==> src/rtl/instr_sequencer_if.sv <==
// instr_sequencer_if: single-port memory bus shared by fetch and load/store
interface instr_sequencer_if;
  logic        req;
  logic        we;
  logic [31:0] addr;
  logic [31:0] wdata;
  logic        ack;
  logic [31:0] rdata;
  modport master(output req, we, addr, wdata, input ack, rdata);
  modport slave(input req, we, addr, wdata, output ack, rdata);
endinterface

==> src/rtl/instr_sequencer.sv <==
// instr_sequencer: multi-cycle RV32I fetch/exec/load/store sequencer; SEQ_TRAP_EN adds a trap HALT state
module instr_sequencer #(
  parameter logic [31:0] RESET_PC  = 32'h0000_0000,
  parameter logic [31:0] NOP_INSTR = 32'h0000_0013
) (
  input  logic                      clk,
  input  logic                      rst,
  instr_sequencer_if.master         bus,
  output logic [31:0]               pc_out,
  input  logic [31:0]               pc_next_in,
  output logic [31:0]               instr_out,
  input  logic                      reg_wr_en_in,
  output logic                      reg_wr_commit_out,
  input  logic [31:0]               dmem_rd_addr_in,
  input  logic [31:0]               dmem_wr_addr_in,
  input  logic [31:0]               dmem_wr_data_in,
  output logic [31:0]               dmem_rd_data_out,
  output logic [31:0]               instret_out,
  output logic                      halt_out
);
  typedef enum logic [2:0] {
    FETCH, EXEC, LOAD, STORE, WB
`ifdef SEQ_TRAP_EN
    , HALT
`endif
  } state_t;
  state_t      state_q, state_d;
  logic [31:0] pc_q, pc_d, ir_q, ir_d, ld_q, ld_d, instret_q, instret_d;
  logic        retire, commit, legal;
  logic [6:0]  opc;
  assign opc = ir_q[6:0];
  assign legal = opc inside {7'b0110011, 7'b0010011, 7'b0000011, 7'b0100011, 7'b1100011,
                             7'b1101111, 7'b1100111, 7'b0110111, 7'b0010111};
  // Registered architectural state; reset wins over any in-flight transfer
  always_ff @(posedge clk) begin
    if (rst) begin
      state_q   <= FETCH;
      pc_q      <= RESET_PC;
      ir_q      <= NOP_INSTR;
      ld_q      <= '0;
      instret_q <= '0;
    end else begin
      state_q   <= state_d;
      pc_q      <= pc_d;
      ir_q      <= ir_d;
      ld_q      <= ld_d;
      instret_q <= instret_d;
    end
  end
  // Next state, with a single retire point that updates PC and instret together
  always_comb begin
    state_d   = state_q;
    pc_d      = pc_q;
    ir_d      = ir_q;
    ld_d      = ld_q;
    instret_d = instret_q;
    retire    = 1'b0;
    commit    = 1'b0;
    case (state_q)
      FETCH: if (bus.ack) begin
        ir_d    = bus.rdata;
        state_d = EXEC;
      end
      EXEC: if (opc == 7'b0000011) state_d = LOAD;
        else if (opc == 7'b0100011) state_d = STORE;
        else begin
          retire = 1'b1;
          commit = reg_wr_en_in && legal;
        end
      LOAD: if (bus.ack) begin
        ld_d    = bus.rdata;
        state_d = WB;
      end
      WB: begin
        retire = 1'b1;
        commit = 1'b1;
      end
      STORE: retire = bus.ack;
      default: ;
    endcase
    if (retire) begin
`ifdef SEQ_TRAP_EN
      if (!legal || pc_next_in[1:0] != 2'b00) begin
        state_d = HALT;
        commit  = 1'b0;
      end else
`endif
      begin
        pc_d      = pc_next_in;
        instret_d = instret_q + 32'd1;
        state_d   = FETCH;
      end
    end
  end
  assign bus.req  = !rst && (state_q == FETCH || state_q == LOAD || state_q == STORE);
  assign bus.we   = state_q == STORE;
  assign bus.addr = state_q == FETCH ? pc_q : state_q == LOAD ? dmem_rd_addr_in :
                    state_q == STORE ? dmem_wr_addr_in : 32'd0;
  assign bus.wdata = state_q == STORE ? dmem_wr_data_in : 32'd0;
  assign reg_wr_commit_out = commit && !rst;
  assign pc_out            = rst ? RESET_PC : pc_q;
  assign instr_out         = rst ? NOP_INSTR : ir_q;
  assign dmem_rd_data_out  = rst ? 32'd0 : ld_q;
  assign instret_out       = rst ? 32'd0 : instret_q;
`ifdef SEQ_TRAP_EN
  assign halt_out = !rst && state_q == HALT;
`else
  assign halt_out = 1'b0;
`endif
endmodule

==> src/flat_wrapper.sv <==
// flat-port wrapper written by rule: the top's interface ports become plain ports
module instr_sequencer_flat 
#(
  parameter logic [31:0] RESET_PC  = 32'h0000_0000,
  parameter logic [31:0] NOP_INSTR = 32'h0000_0013
)
  (clk, rst, pc_out, pc_next_in, instr_out, reg_wr_en_in, reg_wr_commit_out, dmem_rd_addr_in, dmem_wr_addr_in, dmem_wr_data_in, dmem_rd_data_out, instret_out, halt_out, bus_req, bus_we, bus_addr, bus_wdata, bus_ack, bus_rdata);
  instr_sequencer_if bus_i ();
  input  logic clk;
  input  logic rst;
  output logic [31:0] pc_out;
  input  logic [31:0] pc_next_in;
  output logic [31:0] instr_out;
  input  logic reg_wr_en_in;
  output logic reg_wr_commit_out;
  input  logic [31:0] dmem_rd_addr_in;
  input  logic [31:0] dmem_wr_addr_in;
  input  logic [31:0] dmem_wr_data_in;
  output logic [31:0] dmem_rd_data_out;
  output logic [31:0] instret_out;
  output logic halt_out;
  output wire logic [$bits(bus_i.req)-1:0] bus_req;
  output wire logic [$bits(bus_i.we)-1:0] bus_we;
  output wire logic [$bits(bus_i.addr)-1:0] bus_addr;
  output wire logic [$bits(bus_i.wdata)-1:0] bus_wdata;
  input wire logic [$bits(bus_i.ack)-1:0] bus_ack;
  input wire logic [$bits(bus_i.rdata)-1:0] bus_rdata;
  assign bus_req = bus_i.req;
  assign bus_we = bus_i.we;
  assign bus_addr = bus_i.addr;
  assign bus_wdata = bus_i.wdata;
  assign bus_i.ack = bus_ack;
  assign bus_i.rdata = bus_rdata;
  instr_sequencer #(.RESET_PC(RESET_PC), .NOP_INSTR(NOP_INSTR)) u_core (.clk(clk), .rst(rst), .bus(bus_i), .pc_out(pc_out), .pc_next_in(pc_next_in), .instr_out(instr_out), .reg_wr_en_in(reg_wr_en_in), .reg_wr_commit_out(reg_wr_commit_out), .dmem_rd_addr_in(dmem_rd_addr_in), .dmem_wr_addr_in(dmem_wr_addr_in), .dmem_wr_data_in(dmem_wr_data_in), .dmem_rd_data_out(dmem_rd_data_out), .instret_out(instret_out), .halt_out(halt_out));
endmodule
==> config.mk <==
export PLATFORM = sky130hd
export DESIGN_NAME = instr_sequencer_flat
export DESIGN_NICKNAME = d
export VERILOG_FILES = /design/src/rtl/instr_sequencer_if.sv /design/src/rtl/instr_sequencer.sv /design/src/flat_wrapper.sv
export SDC_FILE = /design/constraint.sdc
export NUM_CORES = 1
export LEC_CHECK = 0
export BUFFER_PORTS_ARGS = -buffer_cell sky130_fd_sc_hd__buf_2
export CAP_MARGIN = 10
export CELL_PAD_IN_SITES_DETAIL_PLACEMENT = 1
export CELL_PAD_IN_SITES_GLOBAL_PLACEMENT = 1
export CORE_MARGIN = 2
export CORE_UTILIZATION = 28
export CTS_CLUSTER_DIAMETER = 200
export DETAILED_ROUTE_END_ITERATION = 8
export PLACE_DENSITY = 0.82
export SLEW_MARGIN = 20
export SYNTH_ARGS = -nofsm -noshare
export SYNTH_HDL_FRONTEND = slang
export SYNTH_SLANG_ARGS = --single-unit
==> constraint.sdc <==
create_clock -name clk -period 1.9 [get_ports clk]
set_input_delay 0.095 -clock clk [delete_from_list [all_inputs] [get_ports clk]]
set_output_delay 0.095 -clock clk [all_outputs]
set_load 0.05 [all_outputs]
Word level (Yosys, flattened, before mapping)
Index checks and enable logic that the tools add are counted.
Widths: inputs -> output; s select.
{"block": "classes", "n_addsub": 1, "n_eq_ne": 16, "muxes": 19, "n_reduce_logical": 13}
{"operator": "$mux 32", "count": 8}
{"operator": "$add 32x1->32 const B", "count": 1}
{"operator": "$eq 7x6->1 const B", "count": 3}
{"operator": "$eq 7x7->1 const B", "count": 3}
{"operator": "$eq 7x5->1 const B", "count": 2}
{"operator": "$mux 3", "count": 4}
{"operator": "$pmux 3 s3", "count": 1}
{"operator": "$reduce_bool 9->1", "count": 1}
{"operator": "$eq 7x2->1 const B", "count": 1}
{"operator": "$eq 3x2->1 const B", "count": 2}
{"operator": "$mux 1", "count": 4}
{"operator": "$ne 2x2->1 const B", "count": 2}
{"operator": "$reduce_and 2->1", "count": 2}
{"operator": "$reduce_and 4->1", "count": 1}
{"operator": "$eq 3x1->1 const B", "count": 1}
{"operator": "$eq 3x3->1 const B", "count": 1}
{"operator": "$logic_and 1x1->1", "count": 3}
{"operator": "$logic_not 3->1", "count": 1}
{"operator": "$ne 3x1->1 const B", "count": 1}
{"operator": "$pmux 1 s3", "count": 1}
{"operator": "$reduce_bool 3->1", "count": 1}
{"operator": "$logic_or 1x1->1", "count": 2}
{"operator": "$pmux 1 s2", "count": 1}
{"operator": "$reduce_or 2->1", "count": 1}
{"operator": "$logic_not 1->1", "count": 1}
{"block": "totals", "ff_bits": 131, "in_bits": 164, "out_inout_bits": 196, "word_cells": 54}

Depth between registers and ports, before layout
{"block": "depth", "ltp_word": 7, "mapped_depth": 7, "mapped_depth_nobuf": 6}

Worst setup path before layout
Ideal clock, no wire load.
{"block": "synth_path", "kind": "register to output", "from": "reg u_core.state_q[1]", "to": "out bus_addr[25]", "t_arrival_ns": 2.268, "required_time_ns": 1.805, "slack_ns": -0.463, "stages_incl_launch_ff": 8, "path_buffers": 3, "cell_sequence": "dfxtp_1 > clkbuf_1 > buf_1 > clkbuf_1 > mux2i_1 > nor2_1 > a21oi_1 > nor2_1"}
{"block": "synth_between", "elab_chain_cells": 4, "word_cells_on_any_way": 6, "classes_between": "eq/ne (2); mux (3); reduce/logical (1)"}
{"element": "start: declaration", "line": "instr_sequencer.sv:27", "source": "state_t state_q, state_d;"}
{"element": "start signal: assignment", "line": "instr_sequencer.sv:43", "source": "state_q <= state_d;"}
{"element": "$eq 3x2->1", "line": "instr_sequencer.sv:98", "source": "state_q == STORE ? dmem_wr_addr_in : 32'd0;"}
{"element": "$mux 32", "line": "instr_sequencer.sv:98"}
{"element": "$mux 32", "line": "instr_sequencer.sv:97", "source": "assign bus.addr = state_q == FETCH ? pc_q : state_q == LOAD ? dmem_rd_addr_in :"}
{"element": "$mux 32 *", "line": "instr_sequencer.sv:97"}
{"element": "end: declaration", "line": "flat_wrapper.sv:24", "source": "output wire logic [$bits(bus_i.addr)-1:0] bus_addr;"}
Mark *: on every way between the ends. The rest lies on a longest branch, timed or not.

Worst setup path in the final report
{"block": "layout_path", "from": "reg u_core.instret_q[5]", "to": "reg u_core.instret_q[18]"}
{"block": "layout_between", "elab_chain_cells": 1}
{"element": "start: declaration", "line": "instr_sequencer.sv:28", "source": "logic [31:0] pc_q, pc_d, ir_q, ir_d, ld_q, ld_d, instret_q, instret_d;"}
{"element": "start signal: assignment", "line": "instr_sequencer.sv:47", "source": "instret_q <= instret_d;"}
{"element": "$add 32x1->32", "line": "instr_sequencer.sv:90", "source": "instret_d = instret_q + 32'd1;"}
No other way between the ends.
A chain may end at the register's enable or synchronous reset.

==> results_dict.tcl <==
set metrics [dict create \
    status "complete, but fails checks" \
    violations "setup timing" \
    detail_route.vias_per_cell 4.93 \
    fin_nets 1597 \
    hold_depth 4 \
    slew_viol_final 0 \
    grt_pass1_wl_microns 49500 \
    setup_viol 80 \
    dieArea_sq_mm 0.0259 \
    post-route-cell-area_sq_mm 0.0126 \
    grt_overflow 0 \
    grt_pass1_vias 9165 \
    ant_nets 0 \
    clkPwrFrac_pct 43.9 \
    drt-total-wl_microns 34700 \
    finalPower_uw 8120 \
    grt_usage_pct 24.2 \
    worstSkewPairLatency_ns 0.42 \
    cp_max_fo 7 \
    period_needed_ns 2.03 \
    final_cell_mix "buf_2 (289), nand2_1 (195), nor2b_1 (120), dfxtp_1 (120), a21oi_1 (99)" \
    end_kind "flip-flop" \
    boundaryPins 360 \
    die_w_microns 161 \
    synth-edff-count 0 \
    rsz0062_at_grt "true" \
    timing.fmax_ghz 0.492 \
    wire_per_inst_microns 19.6 \
    cts_made_buffers 17 \
    syn_area_per_cell_sq_um 7.16 \
    cts.sinks 131 \
    crit_required_ns 2.25 \
    max_stage_delay_ns 0.60 \
    critPathTopFamily "simple AND/OR/NAND/NOR gates" \
    tightest_slew_ns 0.636 \
    dp_hpwl_microns 20500 \
    ys_seq_area_share_pct 38.1 \
    slew_headroom_pct 57.6 \
    min_from "bus_ack" \
    final_hold_viol_count 0 \
    synthArstFlopShare_pct 0 \
    finClkSkew_ns 0.0126 \
    r2r-start "u_core.instret_q[5]" \
    hold_slack_ns 0.252 \
    synth-main-ff-cell "dfxtp_1" \
    core_area_sq_mm 0.0242 \
    syn_to_final_growth_pct 82.6 \
    switching_power_uw 2350 \
    clock_path_buffers 2 \
    cpMaxStageDelayCell "or4_4" \
    rrSetupSlack_ns -0.13 \
    io_buffer_count 358 \
    yosysWarnings 0 \
    ys_types 43 \
    grt_max_degree 61 \
    finalCritPeriodShare_pct 107 \
    rows 57 \
    hold_path.class "in2reg" \
    ys_ff_latch 131 \
    clk_pin_slew_ns 0.06 \
    place_area_sq_mm 0.00962 \
    cp-start-kind "flip-flop" \
    combPwrFrac_pct 20.2 \
    die_height_microns 161 \
    place_ws_ns -0.295 \
    r2r_end "u_core.instret_q[18]" \
    powerDensity_mw_per_mm2 646 \
    clockRootBuffer "clkbuf_16" \
    final_common_cell "buf_2" \
    htreeDepth 4 \
    swShare_pct 29.0 \
    setup_slack_ns -0.134 \
    gp_congestion 0.812 \
    worstRegToRegCells 5 \
    seqPwrFrac_pct 35.9 \
    drc 0 \
    drt_first_pass_iters 4 \
    path_buf_inv 0 \
    critPathKind "reg2reg" \
    crit_arrival_ns 2.38 \
    worst_hold_path.endpoint "u_core.state_q[1]" \
    syn_area_sq_mm 0.00688 \
    ir_worst_vdd_mv 0.496 \
    layout-drive-gt1-share_pct 46.6 \
    vias 8726 \
    tritoncts "built" \
    p_int_uw 5770 \
    p_leak_uw 0.00548 \
    antenna_found_initial 3 \
    postSynthCellCount 962 \
    drv_cap 0 \
    syn-num-nets 1127 \
    start_util_pct 28.4 \
    drt_iter0_drc 375 \
    cp_cell_sequence "nand4_4, or4_4, a211o_4, or3_4, a21oi_2" \
]
worst max-delay path by stage:
stage	from	slack [ns]	end	cells after the start
floorplan	u_core.ir_q[3]	-0.07	u_core.instret_q[10]	5
global placement	u_core.ir_q[3]	-0.19	u_core.instret_q[10]	6
detailed placement	u_core.state_q[0]	-0.30	u_core.instret_q[8]	7
CTS	u_core.state_q[1]	-0.12	bus_addr[31]	8
global route	u_core.instret_q[5]	-0.22	u_core.instret_q[16]	6
finish	u_core.instret_q[5]	-0.13	u_core.instret_q[18]	5
synthesized netlist by cell type, types with 2 or more instances:
| cell type | n | area share, % |
|---|---|---|
| a2111oi_0 | 5 | 0.64 |
| a211oi_1 | 4 | 0.44 |
| a21oi_1 | 140 | 10 |
| and2_1 | 36 | 3.3 |
| and4_1 | 2 | 0.25 |
| buf_1 | 2 | 0.11 |
| clkbuf_1 | 66 | 3.6 |
| dfxtp_1 | 131 | 38 |
| inv_1 | 8 | 0.44 |
| mux2_2 | 4 | 0.65 |
| mux2i_1 | 32 | 4.7 |
| nand2_1 | 213 | 12 |
| nand2b_1 | 3 | 0.27 |
| nand3_1 | 9 | 0.65 |
| nand3b_1 | 3 | 0.33 |
| nand4_1 | 6 | 0.55 |
| nor2_1 | 99 | 5.4 |
| nor2b_1 | 120 | 11 |
| nor3_1 | 7 | 0.51 |
| nor4_1 | 3 | 0.27 |
| o211ai_1 | 3 | 0.33 |
| o21ai_0 | 16 | 1.2 |
| or2_2 | 4 | 0.36 |
| or3_1 | 10 | 0.91 |
| or4_1 | 5 | 0.55 |
| xnor2_1 | 13 | 1.7 |
| xor2_1 | 2 | 0.25 |
flip-flops by register name, summed over array words and instances, names as in the netlist:
| signal | cells |
|---|---|
| u_core.instret_q | 32 |
| u_core.ir_q | 32 |
| u_core.ld_q | 32 |
| u_core.pc_q | 32 |
| u_core.state_q | 3 |
power groups by stage:
| stage | combinational [uW] | clock (uW) | sequential (uW) |
|---|---|---|---|
| 2_1_floorplan | 770 | 0 | 2940 |
| 3_3_place_gp | 1220 | 0 | 2960 |
| 3_5_place_dp | 1250 | 0 | 2960 |
| 4_1_cts | 1530 | 3630 | 2900 |
| 5_1_grt | 1740 | 3770 | 2920 |
| 6_report | 1640 | 3560 | 2910 |
final cells by class:
| type | instances | area [sq um] |
|---|---|---|
| Clock inverter | 12 | 179 |
| Tap cell | 324 | 405 |
| Fill cell | 2932 | 11700 |
| Timing Repair Buffer | 521 | 4140 |
| Sequential cell | 131 | 2650 |
| Inverter | 8 | 33.8 |
| Antenna cell | 3 | 7.51 |
| Multi-Input combinational cell | 753 | 4710 |
| Clock buffer | 19 | 453 |
through the flow:
stage | util (%) | setup TNS [ns] | std cells
detailed placement | 39.7 | -13.70 | 1642
floorplan | - | -0.359 | 962
finish | 51.8 | -4.93 | 1771
CTS | 48.9 | -5.95 | 1764
global placement | 39.7 | -4.80 | 1642
global route | 51.8 | -12.16 | 1770
cells by family after synthesis:
logic type / synth area share (%)
AND/OR/NAND/NOR: 36.5
adder cells (fa/ha/maj): 0.182
buffers and inverters: 4.33
flip-flops: 38.1
XOR/XNOR: 1.91
other: 0.0545
AO/OA/AOI/OAI: 13.6
multiplexers: 5.31
worst register-to-register path: stages, from the launching register on:
cell and delay (ns):
dfxtp_4 0.37, nand4_4 0.10, or4_4 0.60, a211o_4 0.37, or3_4 0.38, a21oi_2 0.15
per-layer routing:
metal,vias up,GRT usage [%],share of wire [%]
li1,4102,-,-
met1,4240,26.8,38
met2,310,43.6,52
met3,74,5.76,6.1
met4,0,11.6,3.4
met5,-,0,0
timing repair:
action	CTS	global route
hold endpoints to repair	100	0
buffers inserted	19	5
gates cloned	7	5
pin swaps	9	43
resized for setup	193	187
endpoints found under the setup margin	127	132
hold buffers	65	0
Note: power is estimated with default switching activity, not from simulation.
